<file path="config.mk">
export PLATFORM = sky130hd
export DESIGN_NAME = clk_edge_counter
export DESIGN_NICKNAME = d
export VERILOG_FILES = /design/src/rtl/clk_mon_pkg.sv /design/src/rtl/clk_edge_counter_sync.sv /design/src/rtl/clk_edge_counter.sv
export SDC_FILE = /design/constraint.sdc
export NUM_CORES = 1
export LEC_CHECK = 0
export CORE_MARGIN = 2
export CORE_UTILIZATION = 30
export CTS_BUF_LIST = sky130_fd_sc_hd__clkbuf_16
export DETAILED_ROUTE_END_ITERATION = 16
export PLACE_DENSITY = 0.49
export RECOVER_POWER = 100
export SETUP_SLACK_MARGIN = 0.4
export SLEW_MARGIN = 20
export SYNTH_ARGS = -nofsm -noshare
export SYNTH_HDL_FRONTEND = slang
export SYNTH_HIERARCHICAL = 1
export SYNTH_SLANG_ARGS = --single-unit
</file>
<file path="constraint.sdc">
create_clock -name clock -period 8.58 [get_ports clock]
set_input_delay 1.716 -clock clock [delete_from_list [all_inputs] [get_ports clock]]
set_output_delay 1.716 -clock clock [all_outputs]
set_load 0.02 [all_outputs]
</file>
<file path="src/rtl/clk_mon_pkg.sv">
// Shared types and default sizes for the clock edge-counting frequency monitor.
// The monitor FSM walks IDLE -> MEASURE -> DONE, or loops in MEASURE in continuous mode.
package clk_mon_pkg;

  typedef enum logic [1:0] {
    IDLE    = 2'd0,
    MEASURE = 2'd1,
    DONE    = 2'd2
  } state_e;

  localparam int CNT_W_DEF       = 16;
  localparam int WIN_W_DEF       = 16;
  localparam int SYNC_STAGES_DEF = 2;

endpackage

</file>
<file path="src/rtl/clk_edge_counter_sync.sv">
// Synchronizer chain plus rising-edge detector for an asynchronous single-bit input.
// Runs in every FSM state so that the edge history is valid whenever a window opens.
module edge_sync_detect
  import clk_mon_pkg::*;
#(
  parameter int SYNC_STAGES = SYNC_STAGES_DEF  // legal range 2..4
) (
  input  logic clock,
  input  logic reset,
  input  logic async_in,
  output logic sync_out,
  output logic rise
);

  logic [SYNC_STAGES-1:0] sync_q;
  logic [SYNC_STAGES-1:0] sync_d;
  logic                   prev_q;
  logic                   prev_d;

  always_comb begin
    sync_d = {sync_q[SYNC_STAGES-2:0], async_in};
    prev_d = sync_q[SYNC_STAGES-1];
  end

  always_ff @(posedge clock) begin
    if (reset) begin
      sync_q <= '0;
      prev_q <= 1'b0;
    end else begin
      sync_q <= sync_d;
      prev_q <= prev_d;
    end
  end

  assign sync_out = sync_q[SYNC_STAGES-1];
  assign rise     = sync_out & ~prev_q;

endmodule

</file>
<file path="src/rtl/clk_edge_counter.sv">
// Frequency monitor: counts synchronized rising edges of mon_in over a programmable
// window of reference-clock cycles and hands the result out through a valid/ack pair.
module clk_edge_counter
  import clk_mon_pkg::*;
#(
  parameter int CNT_W       = CNT_W_DEF,
  parameter int WIN_W       = WIN_W_DEF,
  parameter int SYNC_STAGES = SYNC_STAGES_DEF
) (
  input  logic             clock,
  input  logic             reset,
  input  logic             mon_in,
  input  logic             start,
  input  logic             continuous,
  input  logic [WIN_W-1:0] window,
  output logic             busy,
  output logic [CNT_W-1:0] count,
  output logic             count_valid,
  input  logic             count_ack,
  output logic             overflow,
  output logic             overrun
);

  // Returns {saturated, next_value}; the counter sticks at all-ones instead of wrapping.
  function automatic logic [CNT_W:0] sat_inc(input logic [CNT_W-1:0] val, input logic inc);
    if (inc && (&val)) return {1'b1, val};
    return {1'b0, val + CNT_W'(inc)};
  endfunction

  logic rise;
  logic mon_sync;

  edge_sync_detect #(
    .SYNC_STAGES (SYNC_STAGES)
  ) u_sync (
    .clock    (clock),
    .reset    (reset),
    .async_in (mon_in),
    .sync_out (mon_sync),
    .rise     (rise)
  );

  state_e           state_q, state_d;
  logic [WIN_W-1:0] win_q, win_d;
  logic             cont_q, cont_d;
  logic [WIN_W-1:0] wcnt_q, wcnt_d;
  logic [CNT_W-1:0] ecnt_q, ecnt_d;
  logic             ovf_q, ovf_d;
  logic [CNT_W-1:0] count_q, count_d;
  logic             count_valid_q, count_valid_d;
  logic             overflow_q, overflow_d;
  logic             overrun_q, overrun_d;

  logic [CNT_W-1:0] ecnt_inc;
  logic             sat_hit;
  logic             ovf_inc;
  logic             last_cycle;

  always_comb begin
    {sat_hit, ecnt_inc} = sat_inc(ecnt_q, rise);
    ovf_inc    = ovf_q | sat_hit;
    last_cycle = (wcnt_q == (win_q - WIN_W'(1)));
  end

  always_comb begin
    state_d       = state_q;
    win_d         = win_q;
    cont_d        = cont_q;
    wcnt_d        = wcnt_q;
    ecnt_d        = ecnt_q;
    ovf_d         = ovf_q;
    count_d       = count_q;
    count_valid_d = count_valid_q;
    overflow_d    = overflow_q;
    overrun_d     = overrun_q;

    // A result load later in this block overrides the acknowledge.
    if (count_ack) count_valid_d = 1'b0;

    unique case (state_q)
      IDLE: begin
        if (start) begin
          win_d     = window;
          cont_d    = continuous;
          wcnt_d    = '0;
          ecnt_d    = '0;
          ovf_d     = 1'b0;
          overrun_d = 1'b0;
          if (window == '0) begin
            state_d       = DONE;
            count_d       = '0;
            overflow_d    = 1'b0;
            count_valid_d = 1'b1;
          end else begin
            state_d = MEASURE;
          end
        end
      end

      MEASURE: begin
        wcnt_d = wcnt_q + WIN_W'(1);
        ecnt_d = ecnt_inc;
        ovf_d  = ovf_inc;
        if (last_cycle) begin
          count_d       = ecnt_inc;
          overflow_d    = ovf_inc;
          count_valid_d = 1'b1;
          if (cont_q) begin
            wcnt_d = '0;
            ecnt_d = '0;
            ovf_d  = 1'b0;
            if (count_valid_q && !count_ack) overrun_d = 1'b1;
          end else begin
            state_d = DONE;
          end
        end
      end

      DONE: begin
        if (count_ack) state_d = IDLE;
      end

      default: state_d = IDLE;
    endcase
  end

  always_ff @(posedge clock) begin
    if (reset) begin
      state_q       <= IDLE;
      count_q       <= '0;
      count_valid_q <= 1'b0;
      overflow_q    <= 1'b0;
      overrun_q     <= 1'b0;
    end else begin
      state_q       <= state_d;
      count_q       <= count_d;
      count_valid_q <= count_valid_d;
      overflow_q    <= overflow_d;
      overrun_q     <= overrun_d;
    end
  end

  // Working registers are always reinitialised at start accept, so they carry no reset.
  always_ff @(posedge clock) begin
    win_q  <= win_d;
    cont_q <= cont_d;
    wcnt_q <= wcnt_d;
    ecnt_q <= ecnt_d;
    ovf_q  <= ovf_d;
  end

  assign busy        = (state_q == MEASURE);
  assign count       = count_q;
  assign count_valid = count_valid_q;
  assign overflow    = overflow_q;
  assign overrun     = overrun_q;

endmodule

</file>
# [Word level (Yosys, flattened, before mapping)]
# Cells that the tools add are included.
[totals] output_inout_bits=20 word_cells=77 inputBits=22 register_bits=74
[op_classes] n_bitwise=3 n_eq_ne=10 addsub=3 muxes=37 reduce_logical=12
[ops] operator="two-way mux 16 bit" n=8
[ops] operator="case mux 16 bit (2 select lines)" n=3
[ops] operator="two-way mux 17 bit" n=2
[ops] operator="adder 16 x 1 -> 16 bit" n=1
[ops] operator="adder 16 x 1 -> 16 bit (second input constant)" n=1
[ops] operator="== test 16 bit" n=1
[ops] operator="logical NOT 16 bit" n=1
[ops] operator="AND reduction 16 bit" n=1
[ops] operator="subtractor 16 x 1 -> 16 bit (second input constant)" n=1
[ops] operator="two-way mux 1 bit" n=14
[ops] operator="two-way mux 2 bit" n=5
[ops] operator="!= test 2 bit (second input constant)" n=4
[ops] operator="case mux 1 bit (2 select lines)" n=4
[ops] operator="AND reduction 4 bit" n=2
[ops] operator="!= test 2 x 1 -> 1 bit (second input constant)" n=3
[ops] operator="case mux 2 bit (3 select lines)" n=1
[ops] operator="AND reduction 5 bit" n=1
[ops] operator="AND reduction 2 bit" n=2
[ops] operator="== test 2 x 1 -> 1 bit (second input constant)" n=1
[ops] operator="== test 2 bit (second input constant)" n=1
[ops] operator="logical AND 1 bit" n=2
[ops] operator="logical NOT 2 bit" n=1
[ops] operator="nonzero test 2 bit" n=1
[ops] operator="AND 1 bit" n=1
[ops] operator="3 further kinds" n=3

# [Longest topological paths before layout]
# Gate-level depths: netlist of the first run.
[logic_depth] ltp_word=9 depth_mapped=9 ltp_nobuf=9

# [Hierarchy]
# The synthesis of the first run kept the hierarchy.
[modules_own_cells] mod="clk_edge_counter" n_inst=1 area_each_um2=3917.5 cells_per_inst=366
[modules_own_cells] mod="edge_sync_detect" n_inst=1 area_each_um2=87.6 cells_per_inst=7

# [Worst setup path before layout of the first run]
# Ideal clock, no wire load.
[synth_path] path_type="input-to-reg" start="input port start" end="register ecnt_q[0] (enable)" n_path_buf=0 slack_ns=3.951 t_arrival_ns=4.160 cell_stages=2 setup_ns=0.469 cell_sequence="nand2_1 > o21ai_0"
[synth_between] elab_chain_cells=2
[synth_rtl] item="start, declared" line="clk_edge_counter.sv:13" source="input logic start,"
[synth_rtl] item="!= test 2 bit (no source line)"
[synth_rtl] item="AND reduction 2 bit (no source line)"
[synth_rtl] item="end signal, assigned" line="clk_edge_counter.sv:148" source="ecnt_q <= ecnt_d;"
[synth_rtl] item="end, declared" line="clk_edge_counter.sv:47" source="logic [CNT_W-1:0] ecnt_q, ecnt_d;"
# Every way passes these cells.
# A chain may end at the register's enable or synchronous reset.

# [Final worst setup path of the first run]
[layout_path] start="register win_q[0]" end="register ecnt_q[10] (data pin)"
[layout_between] elab_chain_cells=4
[layout_rtl] item="start, declared" line="clk_edge_counter.sv:44" source="logic [WIN_W-1:0] win_q, win_d;"
[layout_rtl] item="start signal, assigned" line="clk_edge_counter.sv:145" source="win_q <= win_d;"
[layout_rtl] item="subtractor 16 x 1 -> 16 bit" line="clk_edge_counter.sv:62" source="last_cycle = (wcnt_q == (win_q - WIN_W'(1)));"
[layout_rtl] item="== test 16 bit" line="clk_edge_counter.sv:62"
[layout_rtl] item="two-way mux 16 bit" line="clk_edge_counter.sv:104" source="if (last_cycle) begin"
[layout_rtl] item="case mux 16 bit (2 select lines)" line="clk_edge_counter.sv:80" source="unique case (state_q)"
# Every way passes these cells.

==> results.md, run 1 <==
- Initial antenna violation count: 0
- Number of synthesized flops with an enable pin: 50
- Antenna diode instance count: 0
- Post-Synth Adder-Cell Area: 1.250%
- Via Count: 2,796
- # clock sinks: 74
- Final WL: 8269 um
- Cts repair resizes: 0
- Drt wl/cell: 13.85 um
- Nets: 442
- First-pass GRT wire length: 13,770 um
- Fin util: 37.17%
- Crit Path Max Fanout: 28
- Synth Register Bits: 74
- Synth Area in Compound Gates: 4.780%
- Worst skew pair latency: 340 ps
- Final Setup Violations: 0
- Ports: 42
- CTS root buf: clkbuf_16
- Tot GR Track Use: 12.32%
- Placed cells: 581
- CP max stage cell: clkbuf_1
- Max H-tree Level: 3
- Violated checks: capacitance limit, slew limit
- Postcts setup bufs: 0
- Pre-CTS WS: 4647 ps
- WP data arrival: 5350 ps
- Hold Crit Depth: 1
- Area after DPL: 0.004598 mm2
- Syn avg cell area: 10.74 um2
- Worst R2R Path Depth: 9
- Seq/Total Area, Yosys: 49.48%
- PD cells: 202.0 mW/mm2
- Count leader, synth: edfxtp_1
- Port Buffer Count: 41
- DIE HEIGHT: 119.5 um
- Largest net degree at the start of global routing: 29
- Finished Cell Area: 0.004883 mm2
- Largest family of logic cells by synthesized area: simple AND/OR/NAND/NOR gates
- Rel. slew slack: -28.24%
- Mux contribution to synthesized area: 5.342%
- Post-synth ARST share: 0%
- Synth unique cells: 48
- Synth area leaders: edfxtp_1, dfxtp_1, xnor2_1, nor2_2, mux2i_1
- Synth area leader: edfxtp_1
- DIE AREA: 0.01429 mm2
- Fin crit period: 5335 ps
- PnR worst setup slack: 3245 ps
- Maxcap violations: 2
- YS warnings: 6
- CP endpoint kind: flip-flop
- Finished Layout Cells: 597
- Cell repeated most along the worst path: nor3_1
- CP cell instances: inv_1 -> ha_1 -> or3b_2 -> nor3_1 -> mux2_1 -> a211o_1 -> o41ai_1 -> clkbuf_1 -> nor3_1
- Slew @ Worst Pin: 1924 ps
- Vias per cell: 4.683
- Cts hold-fix bufs: 0
- Final Skew: 4.090 ps
- Layout cell share with drive strength beyond 1: 16.86%
- Leakage power: 0.001787 uW
- Initial Util: 30.49%
- P&R area growth vs syn: 21.93%
- RSZ-0062 raised after global routing: false
- Detailed Routing Iterations Pass 1: 4
- Synthesized cell area: 0.004005 mm2
- Vias in the first global route: 2,772
- WP data required: 8600 ps
- Outcome: finished, violations left
- Die Span X: 119.5 um
- Synth cell count leaders: edfxtp_1, nand2_1, nor2_2, dfxtp_1, xnor2_1
- DRC violations left: 0
- Total CTS buffers: 9
- Min-delay worst type: reg2reg
- Synth Area in Simple Gates: 26.24%
- Clock Pin Slew Worst Setup and Hold Paths: 60 ps
- Max stage delay on crit path: 1460 ps
- Tcrit/Tclk final: 62.18%
- Core box area: 0.01314 mm2
- WS Path Type: reg2reg
- Post-synth top area share: 37.49%
- Grt ovf: 0
- Iter 0 DRT Violations: 111
- DP HPWL: 5759 um
- Antenna-violating nets left: 0
- Syn_nets: 399
- Clock Path Buffers: 2
- # rows: 42
- GPL Wtd Cong: 0.7478
- Setup Total Neg Slack: 0 ps
- XOR/XNOR Fraction of Synth Area: 10.09%
- Max Clk Rate: 0.1874 GHz
- Crit path launch type: flip-flop
- Worst vdd ir: 0.00008281 V
- Primary FF master, synth: edfxtp_1
- Clock tree from TritonCTS: built
- Final slew viol count: 58
- Final Hold Viols: 0
- Post-Synthesis Cells: 373
state kept, by name (all words and copies together) (netlist names):
signal / cells
overflow: 1
ecnt_q: 16
ovf_q: 1
wcnt_q: 16
u_sync/sync_q: 2
win_q: 16
count_valid: 1
overrun: 1
u_sync/prev_q: 1
count: 16
cont_q: 1
state_q: 2
cell usage in the layout (no fill, tap or decap), drive strengths merged, types with 3 or more instances in the layout:
cell type / n
a21oi: 3
a31oi: 3
and3: 4
and3b: 3
and4: 3
clkbuf: 15
clkinv: 4
dfxtp: 24
dlygate4sd3: 39
edfxtp: 50
ha: 4
inv: 9
mux2: 3
mux2i: 18
nand2: 31
nand2b: 8
nand3: 12
nand4: 9
nor2: 48
nor2b: 8
nor3: 9
nor4: 12
o21ai: 6
o22ai: 5
o31ai: 4
or2: 20
or4: 5
xnor2: 22
xor2: 19
logic make-up (layout without fill, tap and decap cells):
logic type               after synthesis  count (layout)
buffers and inverters                 23              71
adder cells (fa/ha/maj)                4               4
flip-flops                            74              74
AND/OR/NAND/NOR                      182             182
XOR/XNOR                              43              43
multiplexers                          21              21
AO/OA/AOI/OAI                         26              26
report_power, final:
part	internal [uW]	switching [uW]	leakage [uW]
combinational	58.1	67.8	0.000927
sequential	421	34.8	0.000700
clock	257	148	0.000161
worst paths after layout:
kind / endpoint / slack (ps) / start
worst max-delay path: ecnt_q[10] / 3250 / win_q[0]
worst min-delay path: u_sync/sync_q[1] / 440 / u_sync/sync_q[0]
worst max register to register: ecnt_q[10] / 3250 / win_q[0]
worst min register to register: u_sync/sync_q[1] / 440 / u_sync/sync_q[0]
layout make-up:
type                    count  area [um2]
clock buffers              11       275.3
flip-flops and latches     74        1982
inverters                   9       33.78
fillers                  1344        8254
well taps                 176       220.2
clock inverters             5       47.55
repair buffers             46       432.9
multi-input cells         276        1892
layer usage:
layer  vias up  GRT usage, %  wire length, um
li1       1426             -                -
met1      1326         17.48             4331
met2        33         17.82             3511
met3        11         2.091              227
met4         0         6.765              199
met5         -             0                0
metrics by stage:
stage,power (uW),hold slack [ps]
floorplan,555.2,413.8
global placement,592.1,436.4
detailed placement,593.8,424.3
CTS,1001,437.6
global route,1029,458.5
finish,986.5,437.1
worst max-delay path: cells and delay by family, from the launching register on:
kind / cells / cell delay, ps
buffers and inverters: 2 / 1560
AOI/OAI and AO/OA: 2 / 1420
and+or+nand+nor: 3 / 920
DFF: 1 / 490
muxes: 1 / 380
adders and majority gates: 1 / 220
Power figures use the tool's default switching activity.
==> inputs of run 2 (changes only) <==
PLACE_DENSITY = 0.5   (was 0.49)
clock period = 4.9 ns   (was 8.58 ns; I/O delays follow)
==> run 2 against run 1 <==
Compared with the run above: the flow still finishes with violations (capacitance limit, slew limit); clock skew rose by 4.3 ps; non-clock buffer count is the same; die area stayed put; first-iteration DRC count increased by 9.9%; sequential share of layout area rose by 0.14 points; critical endpoint is now overrun.
==> results.md, run 2 (synthesized netlist as in run 1, its figures left out) <==
- Largest net degree at the start of global routing: 34
- DIE HEIGHT: 119.5 um
- Min-delay worst type: reg2reg
- Finished Layout Cells: 597
- Register Area: 0.001982 mm2
- Clock Power Share: 41.7%
- WS Path Type: reg2reg
- DIE AREA: 0.01429 mm2
- Switch share: 26.21%
- Max Clk Rate: 0.2588 GHz
- Port Buffer Count: 41
- Layout fillers: 1,357
- Core box area: 0.01314 mm2
- PD cells: 358.3 mW/mm2
- Vias in the first global route: 2,774
- Crit Path Max Fanout: 20
- Antenna diode instance count: 0
- DP HPWL: 5792 um
- Initial Util: 30.49%
- Cts hold-fix bufs: 0
- Total CTS buffers: 9
- Leakage power: 0.001790 uW
- Maxcap violations: 2
- Tcrit/Tclk final: 78.85%
- Commonest non-fill, non-tap cell in the layout: edfxtp_1
- P&R area growth vs syn: 21.52%
- Antenna-violating nets left: 0
- Clock Path Buffers: 2
- Logic pwr share: 12.5%
- Fin crit period: 3863 ps
- Rel. slew slack: -27.74%
- GPL Wtd Cong: 0.7635
- Outcome: finished, violations left
- Grt ovf: 0
- Internal power: 1287 uW
- Ports: 42
- Placed cells: 581
- Violated checks: capacitance limit, slew limit
- Final Setup Violations: 0
- DRC violations left: 0
- WP data required: 5070 ps
- Final WL: 8307 um
- Worst skew pair latency: 350 ps
- Layout cell share with drive strength beyond 1: 15.68%
- Total power draw: 1744 uW
- Area of the multi-input gates: 0.001876 mm2
- Crit path launch type: flip-flop
- CTS root buf: clkbuf_16
- Detailed Routing Iterations Pass 1: 4
- Pre-CTS WS: 1489 ps
- Sw power: 457.1 uW
- Via Count: 2,800
- Most frequent cells in the layout: edfxtp_1, dlygate4sd3_1, nand2_1
- Worst vdd ir: 0.0001525 V
- Final Skew: 8.380 ps
- Setup Total Neg Slack: 0 ps
- Clock tree from TritonCTS: built
- CP endpoint kind: flip-flop
- WP data arrival: 4040 ps
- Slew @ Worst Pin: 1916 ps
- Area after DPL: 0.004598 mm2
- Die Span X: 119.5 um
- Drt wl/cell: 13.91 um
- Nets: 442
- RSZ-0062 raised after global routing: false
- PnR worst setup slack: 1037 ps
- Final Hold Viols: 0
- Cts repair resizes: 0
- Clock Pin Slew Worst Setup and Hold Paths: 60 ps
- # rows: 42
- Final slew viol count: 55
- Initial antenna violation count: 0
- Vias per cell: 4.690
- Tot GR Track Use: 12.27%
- # clock sinks: 74
- First-pass GRT wire length: 13,660 um
- Finished Cell Area: 0.004867 mm2
- Max H-tree Level: 3
- Iter 0 DRT Violations: 122
- Postcts setup bufs: 0
- Flop pwr share: 45.8%
==> run 2: cell count changes in the layout (fill, tap and decap cells not counted), sizes merged <==
cell	before	now
buf	1	0
inv	9	11
clkinvlp	0	1
clkbuf	15	14
bufinv	1	2
clkinv	4	2
==> run 2: path summary, 6_finish.rpt <==
path / slack, ps / cells after the start / to / from
setup / recovery: 1040 / 7 / overrun / win_q[2]
hold / removal: 440 / 1 / u_sync/sync_q[1] / u_sync/sync_q[0]
setup reg to reg: 1040 / 7 / overrun / win_q[2]
hold reg to reg: 440 / 1 / u_sync/sync_q[1] / u_sync/sync_q[0]
==> run 2: worst max-delay path, cell delays in order (launching register included) <==
cell and delay, ps:
edfxtp_1 450, or4_1 710, nor4_1 400, mux2_1 390
o31ai_1 190, nand4bb_1 220, clkbuf_1 1110, o21ai_0 220
==> run 2: power by group through the flow <==
stage               sequential, uW  clock (uW)  combinational [uW]
detailed placement             811           0                 231
finish                         799         727                 218
global placement               811           0                 229
global route                   808         770                 245
CTS                            798         750                 232
floorplan                      789           0                 183
==> run 2: per-stage QoR <==
step	hold slack (ps)	utilization [%]
final	443.7	37.05
after global placement	442.5	35.00
after floorplan	413.8	-
after detailed placement	437.4	35.00
after CTS	452.6	37.48
after global routing	465.0	37.05
==> run 2: layout make-up <==
class | instances | area share [%]
sequential | 74 | 40.72
multi-input combinational | 276 | 38.53
timing repair buffer | 46 | 8.843
clock buffer | 9 | 4.627
tap | 176 | 4.524
clock inverter | 7 | 2.057
inverter | 9 | 0.6941
==> run 2: routing by layer <==
metal,vias to the layer above,wire length (um),global-route usage [%]
li1,1422,-,-
met1,1322,4091,16.17
met2,44,3791,18.96
met3,12,305,3.660
met4,0,118,4.779
met5,-,0,0
